**config.mk**
```make
export PLATFORM = sky130hd
export DESIGN_NAME = rgb_frame_arb
export DESIGN_NICKNAME = d
export VERILOG_FILES = /design/src/rtl/rgb_pkg.sv /design/src/rtl/rgb_frame_timer.sv /design/src/rtl/rgb_frame_arb.sv
export SDC_FILE = /design/constraint.sdc
export NUM_CORES = 1
export LEC_CHECK = 0
export CAP_MARGIN = 20
export CORE_AREA = 10 10 104 78
export DETAILED_ROUTE_END_ITERATION = 12
export DIE_AREA = 0 0 114 88
export PLACE_DENSITY = 0.78
export RECOVER_POWER = 25
export SKIP_LAST_GASP = 1
export SLEW_MARGIN = 10
export SYNTH_ARGS = -nofsm -noshare
export SYNTH_HDL_FRONTEND = slang
export SYNTH_SLANG_ARGS = --single-unit
export TNS_END_PERCENT = 50
```
**constraint.sdc**
```tcl
create_clock -name clk -period 2.1 [get_ports clk]
set_input_delay 0.21 -clock clk [delete_from_list [all_inputs] [get_ports clk]]
set_output_delay 0.21 -clock clk [all_outputs]
set_load 0.02 [all_outputs]
```
**src/rtl/rgb_pkg.sv**
```systemverilog
// Shared definitions for the RGBW pixel-word path: word layout, the stream-reset
// word and the arbiter state / source encodings.
package rgb_pkg;

   // Pixel-word layout
   localparam int unsigned bnum_valid        = 31;
   localparam int unsigned bnum_stream_reset = 30;
   localparam int unsigned g_msb             = 23;
   localparam int unsigned g_lsb             = 16;
   localparam int unsigned r_msb             = 15;
   localparam int unsigned r_lsb             = 8;
   localparam int unsigned b_msb             = 7;
   localparam int unsigned b_lsb             = 0;

   localparam logic [31:0] stream_rst_word = 32'hC000_0000;

   // Source encodings as seen on out_active_src
   localparam logic [1:0] src_none = 2'd0;
   localparam logic [1:0] src_a    = 2'd1;
   localparam logic [1:0] src_b    = 2'd2;
   localparam logic [1:0] src_inj  = 2'd3;

   // State values double as the out_active_src encoding
   typedef enum logic [1:0] {
      StIdle      = 2'd0,
      StGrantA    = 2'd1,
      StGrantB    = 2'd2,
      StInjectRst = 2'd3
   } arb_state_e;

   // A valid word that carries the stream-reset flag closes a frame
   function automatic logic is_frame_end(input logic [31:0] word);
      return word[bnum_valid] & word[bnum_stream_reset];
   endfunction

endpackage

```
**src/rtl/rgb_frame_timer.sv**
```systemverilog
// Idle counter with clear/load and a terminal-count pulse. tc fires on the
// increment that would take the count to LIMIT-1, so the owner can act in the
// same clock; clear and load both take priority over counting.
module rgb_frame_timer #(
   parameter int unsigned LIMIT = 9600,
   parameter int unsigned W     = (LIMIT > 2) ? $clog2(LIMIT) : 1
) (
   input  logic         clk,
   input  logic         rst_n,
   input  logic         clr,
   input  logic         load,
   input  logic [W-1:0] load_val,
   input  logic         inc,
   output logic         tc
);

   logic [W-1:0] cnt;

   // Counter state; saturates at LIMIT-1 so it never wraps
   always_ff @(posedge clk or negedge rst_n) begin
      if (!rst_n) begin
         cnt <= '0;
      end else if (clr) begin
         cnt <= '0;
      end else if (load) begin
         cnt <= load_val;
      end else if (inc && (cnt != W'(LIMIT - 1))) begin
         cnt <= cnt + 1'b1;
      end
   end

   // Terminal-count pulse, suppressed by a same-clock clear or load
   always_comb begin
      tc = inc & ~clr & ~load & (cnt == W'(LIMIT - 2));
   end

endmodule

```
**src/rtl/rgb_frame_arb.sv**
```systemverilog
// Frame-boundary arbiter between two pixel-word sources feeding one FIFO write
// port. Sources are switched only between frames; a stalled or disabled frame is
// closed with an injected stream-reset word.
module rgb_frame_arb
   import rgb_pkg::*;
#(
   parameter int unsigned FRAME_TIMEOUT = 9600,
   parameter int unsigned INJ_CNT_W     = 8
) (
   input  logic                 clk,
   input  logic                 rst_n,
   input  logic                 in_enable,
   input  logic [1:0]           in_src_mode,
   input  logic                 in_a_valid,
   input  logic [31:0]          in_a_data,
   output logic                 out_a_ready,
   input  logic                 in_b_valid,
   input  logic [31:0]          in_b_data,
   output logic                 out_b_ready,
   input  logic                 in_wr_fifo_full,
   output logic                 out_wr_fifo_en,
   output logic [31:0]          out_wr_fifo_data,
   output logic [1:0]           out_active_src,
   output logic [INJ_CNT_W-1:0] out_inject_cnt
);

   localparam int unsigned TimerW = (FRAME_TIMEOUT > 2) ? $clog2(FRAME_TIMEOUT) : 1;

   arb_state_e state;
   logic       rr_next;   // 0 = A, 1 = B
   logic       cur_src;   // source of the frame in progress, 0 = A, 1 = B

   logic        granted;
   logic        accept;
   logic [31:0] word;
   logic        timeout;
   logic        idle_go;
   logic        idle_sel;

   // Handshake and FIFO write path, zero latency from the inputs
   always_comb begin
      granted          = (state == StGrantA) || (state == StGrantB);
      out_a_ready      = (state == StGrantA) & in_enable & ~in_wr_fifo_full;
      out_b_ready      = (state == StGrantB) & in_enable & ~in_wr_fifo_full;
      word             = (state == StGrantB) ? in_b_data : in_a_data;
      accept           = (out_a_ready & in_a_valid) | (out_b_ready & in_b_valid);
      out_wr_fifo_en   = 1'b0;
      out_wr_fifo_data = '0;
      if ((state == StInjectRst) && !in_wr_fifo_full) begin
         out_wr_fifo_en   = 1'b1;
         out_wr_fifo_data = stream_rst_word;
      end else if (accept && word[bnum_valid]) begin
         out_wr_fifo_en   = 1'b1;
         out_wr_fifo_data = word;
      end
   end

   // Source selection out of IDLE; mode is only looked at here
   always_comb begin
      idle_go  = 1'b0;
      idle_sel = 1'b0;
      unique case (in_src_mode)
         2'd0: begin
            idle_go  = in_a_valid;
            idle_sel = 1'b0;
         end
         2'd1: begin
            idle_go  = in_b_valid;
            idle_sel = 1'b1;
         end
         default: begin
            if (rr_next ? in_b_valid : in_a_valid) begin
               idle_go  = 1'b1;
               idle_sel = rr_next;
            end else if (rr_next ? in_a_valid : in_b_valid) begin
               idle_go  = 1'b1;
               idle_sel = ~rr_next;
            end
         end
      endcase
   end

   // Idle clocks inside a granted frame; cleared outside GRANT and on any accept
   rgb_frame_timer #(
      .LIMIT (FRAME_TIMEOUT),
      .W     (TimerW)
   ) u_timer (
      .clk      (clk),
      .rst_n    (rst_n),
      .clr      (~granted | accept),
      .load     (1'b0),
      .load_val ({TimerW{1'b0}}),
      .inc      (granted),
      .tc       (timeout)
   );

   // Arbitration FSM with round-robin pointer and injected-reset counter
   always_ff @(posedge clk or negedge rst_n) begin
      if (!rst_n) begin
         state          <= StIdle;
         rr_next        <= 1'b0;
         cur_src        <= 1'b0;
         out_inject_cnt <= '0;
      end else begin
         unique case (state)
            StIdle: begin
               if (in_enable && idle_go) begin
                  cur_src <= idle_sel;
                  state   <= idle_sel ? StGrantB : StGrantA;
               end
            end
            StGrantA, StGrantB: begin
               if (!in_enable) begin
                  state <= StInjectRst;
               end else if (accept && is_frame_end(word)) begin
                  state   <= StIdle;
                  rr_next <= ~cur_src;
               end else if (timeout) begin
                  state <= StInjectRst;
               end
            end
            StInjectRst: begin
               if (!in_wr_fifo_full) begin
                  state   <= StIdle;
                  rr_next <= ~cur_src;
                  if (out_inject_cnt != {INJ_CNT_W{1'b1}}) begin
                     out_inject_cnt <= out_inject_cnt + 1'b1;
                  end
               end
            end
            default: state <= StIdle;
         endcase
      end
   end

   assign out_active_src = state;

endmodule

```
==> out/results.tsv, run 1 <==
metric	value	unit
outcome	complete, but fails checks	
violations	negative setup slack	
drv_slew	0	
synth_compound_area_share	14.0	%
die_y	88	µm
setup_viol	6	
rows	24	
vias_per_cell	5.27	
slowest_delay	0.61	ns
vias	2420	
htree_levels	1	
ios	117	
clock.fmax	467	MHz
synth_top_family_by_area	simple AND/OR/NAND/NOR gates	
skew	0.00605	ns
ant_nets	0	
areaGrowthSynthToFinish	83.3	%
die_area	10000	µm²
overflow	0	
final_common_cell	clkdlybuf4s50_1	
cts_tree	done	
start_kind	flip-flop	
drtPass1Iterations	5	
fin_ws	-0.0424	ns
routed_wl	9.14	mm
ys_warn_count	0	
comb_power_share	66.8	%
start_util	34.1	%
min_to	rr_next	
reg2regPathDepth	8	
required	1.89	ns
ys.flop_type	dfrtp_1	
grt_pass1_wl	12.3	mm
grt_max_degree	31	
synthMuxAreaShare	16.9	%
switching_share	41.6	%
numCtsBuffers	3	
diodes	0	
route.detailed.drc	0	
netlist_area	2090	µm²
antenna_found_initial	0	
period_needed	2.14	ns
crit_fanout	12	
drtIter0Drc	197	
dp_slack	-0.141	ns
numPortBuffers	116	
worstHoldPathType	flip-flop to flip-flop	
crit_chain	inv_2, ha_4, buf_4, and2_1, clkdlybuf4s50_1	
final_cell_mix	82 x clkdlybuf4s50_1, 27 x mux2i_1, 25 x nor2_1, 24 x dfrtp_1, 23 x buf_4	
dp_cells	447	
p_seq_share	21.1	%
synth-edff-count	0	
routed-wl-met2	4.93	mm
min_path_cells	1	
hp-start	cur_src	
r2r_end	rr_next	
cap_violations	0	
dp_hpwl	6.70	mm
max_slew_margin	4.60	%
yosys.area_share.xor_xnor	4.19	%
clockBufferDepth	2	
worstSkewPairLatency	0.28	ns
wl_per_cell	19.9	µm
crit_path_end_kind	output port	
post_synth.cell_area_avg	8.70	µm²
p_per_area	914	nW/µm²
clkPwrFrac	12.0	%
worst_pin_slew	1.43	ns
synthTopCellsByArea	dfrtp_1 31%, mux2i_1 16%, nor2_1 7.5%	
worstPathArrival	1.93	ns
synth_seq_cells	26	
timing.rr.start	out_active_src[1]	
cts.sinks	26	
finalHoldViolations	0	
cp_slowest_cell	clkdlybuf4s50_1	
synth_cell_types	47	
met1_length	3.64	mm
top_layer_used	met4	
p_total	3.50	mW
synthAdderAreaFrac	4.19	%
die_w	114	µm
reg2reg_slack	-0.04	ns
synth_top_area_share	31.2	%
path_delay_family	buffers and inverters	
root_buffer	clkbuf_8	
syn_inst	240	
synth.largest_area_cell	dfrtp_1	
grt_pass1_vias	2272	
grt_usage	15.0	%
worst-path-buf-inv	3	
wl_met3	420	µm
seq_area_frac_synth	31.2	%
cellLeakagePower	1.66	nW
rsz0062_at_grt	true	
synth_nets	319	
final_net_count	461	
ctsHoldBuffers	0	
core_area	6130	µm²
synthSimpleGateAreaFrac	24.8	%
p_sw	1.46	mW
path_clk_slew	0.09	ns
routabilityCongestion	0.849	
path_class	flip-flop to output port	
drive_above_1_share	25.7	%
final_cells	459	
async_flop_share	100	%
fin_crit_sh	102	%
intPower	2.04	mW
post-route-util	62.5	%
ir_drop	0.542	mV
cp_num_cells	5	
## registers in the layout (all words and copies together) (netlist names)
signal,flops
cur_src,1
out_inject_cnt,8
out_active_src,2
u_timer.cnt,14
rr_next,1
## kinds of logic after synthesis
kind of cell / Yosys count
buf+inv: 20
mux: 35
xor+xnor: 10
simple gates: 102
compound gates: 40
flops: 26
fa+ha+maj: 7
## per-layer routing
| metal | global-route usage (%) | vias to the layer above |
|---|---|---|
| met5 | 0 | - |
| met2 | 25.4 | 75 |
| met4 | 2.72 | 0 |
| met1 | 19.2 | 1173 |
| li1 | - | 1158 |
| met3 | 3.35 | 14 |
## worst max-delay path by stage
stage / from / endpoint
4_1_cts: out_active_src[0] / out_wr_fifo_data[27]
3_5_place_dp: in_enable / out_wr_fifo_data[27]
2_1_floorplan: out_active_src[0] / u_timer.cnt[13]
3_3_place_gp: in_a_valid / out_wr_fifo_data[27]
6_report: out_active_src[0] / out_b_ready
5_1_grt: out_active_src[1] / rr_next
## synth_stat cells (all sizes together), types with 2 or more instances
library cell and count:
a211oi 3, a31oi 2, and4 5, clkbuf 6, mux2i 33, xnor2 5
nand4 5, or4 2, nand2b 3, o211a 2, nand3 9, and3 6
o21ai 7, a311oi 2, nor2b 4, inv 9, or3 3, ha 7
nor2 42, xor2 5, a211o 2, dfrtp 26, a21oi 6, nand2 15
mux2 2, or4bb 2, nor4bb 2, buf 5, and2 2, a22oi 2
o211ai 2
## power by group through the flow
stage	clock [mW]	combinational, mW	sequential [mW]
floorplan	0	1.13	0.793
global placement	0	1.95	0.725
detailed placement	0	1.99	0.733
finish	0.421	2.34	0.739
CTS	0.426	1.97	0.726
global route	0.450	2.51	0.755
## layout make-up
class                           instances  area [µm²]
Multi-Input combinational cell        194        1540
Timing Repair Buffer                  148        1430
Inverter                                9        33.8
Clock buffer                            3        41.3
Sequential cell                        26         653
Tap cell                               78        97.6
Clock inverter                          1        30.0
Fill cell                             491        2300
## stage by stage
stage / setup TNS [ns] / hold slack, ns / instance area, µm²
2_1_floorplan: 0 / -0.0856 / 2090
3_3_place_gp: -3.07 / 0.444 / 3490
3_5_place_dp: -3.13 / 0.456 / 3490
4_1_cts: -6.14 / 0.308 / 3520
5_1_grt: -1.59 / 0.498 / 3830
6_report: -0.156 / 0.464 / 3830
## timing repair
action                                  in CTS  in global routing
buffers inserted                             0                  4
gates cloned                                 0                  4
resized for setup                           33                166
endpoints found under the setup margin      34                 36
pin swaps                                    0                 14
(Power assumes the default switching activity.)
==> run 2: changes to the inputs <==
- SETUP_SLACK_MARGIN: not set -> 0.2
==> run 2 against run 1 <==
Compared with the run above: the run now ends clean; non-clock buffer count increased by 2; clock power decreased by 33%; critical endpoint is now out_wr_fifo_data[6]; critical path type unchanged; critical path depth increased by 3.
==> out/results.tsv, run 2 (synthesis results as in run 1) <==
metric	value	unit
drv_slew	0	
drtPass1Iterations	4	
drtIter0Drc	143	
dp_hpwl	6.68	mm
final_net_count	463	
die_area	10000	µm²
antenna_found_initial	0	
p_seq_share	22.8	%
routed_wl	8.64	mm
worstHoldPathType	flip-flop to flip-flop	
ant_nets	0	
root_buffer	clkbuf_8	
setup_viol	0	
crit_fanout	6	
crit_path_end_kind	output port	
clockBufferDepth	2	
start_kind	flip-flop	
start_util	34.1	%
grt_max_degree	27	
top_register	u_timer.cnt	
max_slew_margin	6.86	%
switching_share	42.1	%
cts_tree	done	
finalInstanceArea	3740	µm²
grt_usage	15.5	%
dpl-instance-area	3480	µm²
path_class	flip-flop to output port	
dp_slack	-0.117	ns
numPortBuffers	116	
die_y	88	µm
ctsHoldBuffers	0	
final_common_cell	clkdlybuf4s50_1	
comb_power_share	68.4	%
grt_pass1_wl	12.8	mm
worst_pin_slew	1.40	ns
worstPathArrival	1.86	ns
setup_tns	0	ns
outcome	complete, no violations	
fin_crit_sh	98.6	%
die_w	114	µm
vias	2390	
htree_levels	1	
cap_violations	0	
clock.fmax	483	MHz
worstSkewPairLatency	0.26	ns
numCtsBuffers	3	
route.detailed.drc	0	
wl_per_cell	18.8	µm
rows	24	
nFillCells	525	
cellLeakagePower	1.65	nW
core_area	6130	µm²
grt_pass1_vias	2354	
path_clk_slew	0.09	ns
largest_reg_flops	14	
p_sw	1.37	mW
period_needed	2.07	ns
p_total	3.25	mW
diodes	0	
ios	117	
p_per_area	867	nW/µm²
required	1.89	ns
routabilityCongestion	0.868	
drive_above_1_share	25.8	%
rsz0062_at_grt	true	
ir_drop	0.346	mV
vias_per_cell	5.18	
fin_ws	0.0297	ns
overflow	0	
intPower	1.88	mW
cts.sinks	26	
fin_hold_ws	0.456	ns
finalHoldViolations	0	
final_cell_mix	80 x clkdlybuf4s50_1, 33 x mux2i_1, 32 x buf_4, 25 x buf_6, 24 x dfrtp_1	
areaGrowthSynthToFinish	79.3	%
clkPwrFrac	8.7	%
skew	0.00270	ns
[run 2: cell count changes in the layout (fill, tap and decap cells not counted), moves of 3 or more]
cell,before,now
buf_6,20,25
buf_4,23,32
clkbuf_16,3,0
nor2_1,25,21
nor2_2,3,16
buf_8,0,3
dlygate4sd2_1,0,4
mux2i_1,27,33
nor2_4,14,5
clkbuf_2,15,0
mux2i_4,4,0
[run 2: worst max-delay path, stage by stage, from the launching register on]
cell and delay, ns:
dfrtp_2 0.45, inv_2 0.08, ha_4 0.15, mux2_4 0.30
nand4_1 0.13, buf_4 0.15, buf_6 0.13, nor2_1 0.05
buf_4 0.15
[run 2: cell type report]
type / count / area, µm² / share of cell area, %
inverters: 9 / 33.8 / 0.902
repair buffers: 150 / 1460 / 38.9
well taps: 78 / 97.6 / 2.61
clock buffers: 4 / 45.0 / 1.20
multi-input cells: 194 / 1460 / 38.9
flip-flops and latches: 26 / 653 / 17.4
[run 2: metrics by stage]
step	std cells	util [%]
2_1_floorplan	240	-
3_3_place_gp	446	56.8
3_5_place_dp	446	56.8
4_1_cts	458	58.6
5_1_grt	461	61.1
6_report	461	61.1
[run 2: power groups by stage]
stage               logic, mW  registers [mW]  clock network (mW)
finish                   2.22           0.741               0.284
global route             2.40           0.763               0.317
CTS                      2.07           0.741               0.296
detailed placement       1.99           0.751                   0
global placement         1.95           0.746                   0
floorplan                1.14           0.802                   0
[run 2: worst paths after layout]
| path | startpoint | to | slack, ns | depth (start not counted) |
|---|---|---|---|---|
| worst max register to register | out_active_src[0] | out_active_src[0] | 0.07 | 7 |
| min in group asynchronous | rst_n | u_timer.cnt[1] | 0.78 | 2 |
| max in group asynchronous | rst_n | out_active_src[1] | 0.40 | 2 |
| worst min-delay path | cur_src | rr_next | 0.46 | 1 |
| worst max-delay path | out_active_src[0] | out_wr_fifo_data[6] | 0.03 | 8 |
| worst min register to register | cur_src | rr_next | 0.46 | 1 |
[run 2: timing repair]
| item | CTS | global route |
|---|---|---|
| gates resized for setup | 183 | 40 |
| pin swaps | 8 | 10 |
| gates cloned | 4 | 0 |
| setup endpoints to repair | 38 | 46 |
| setup buffers | 4 | 3 |
[run 2: metal layers]
layer | up-vias | wire length [µm] | GRT usage (%)
met5 | - | 0 | 0
met4 | 0 | 113 | 2.50
met3 | 12 | 467 | 3.69
met2 | 72 | 4780 | 27.3
met1 | 1142 | 3280 | 19.2
li1 | 1164 | - | -
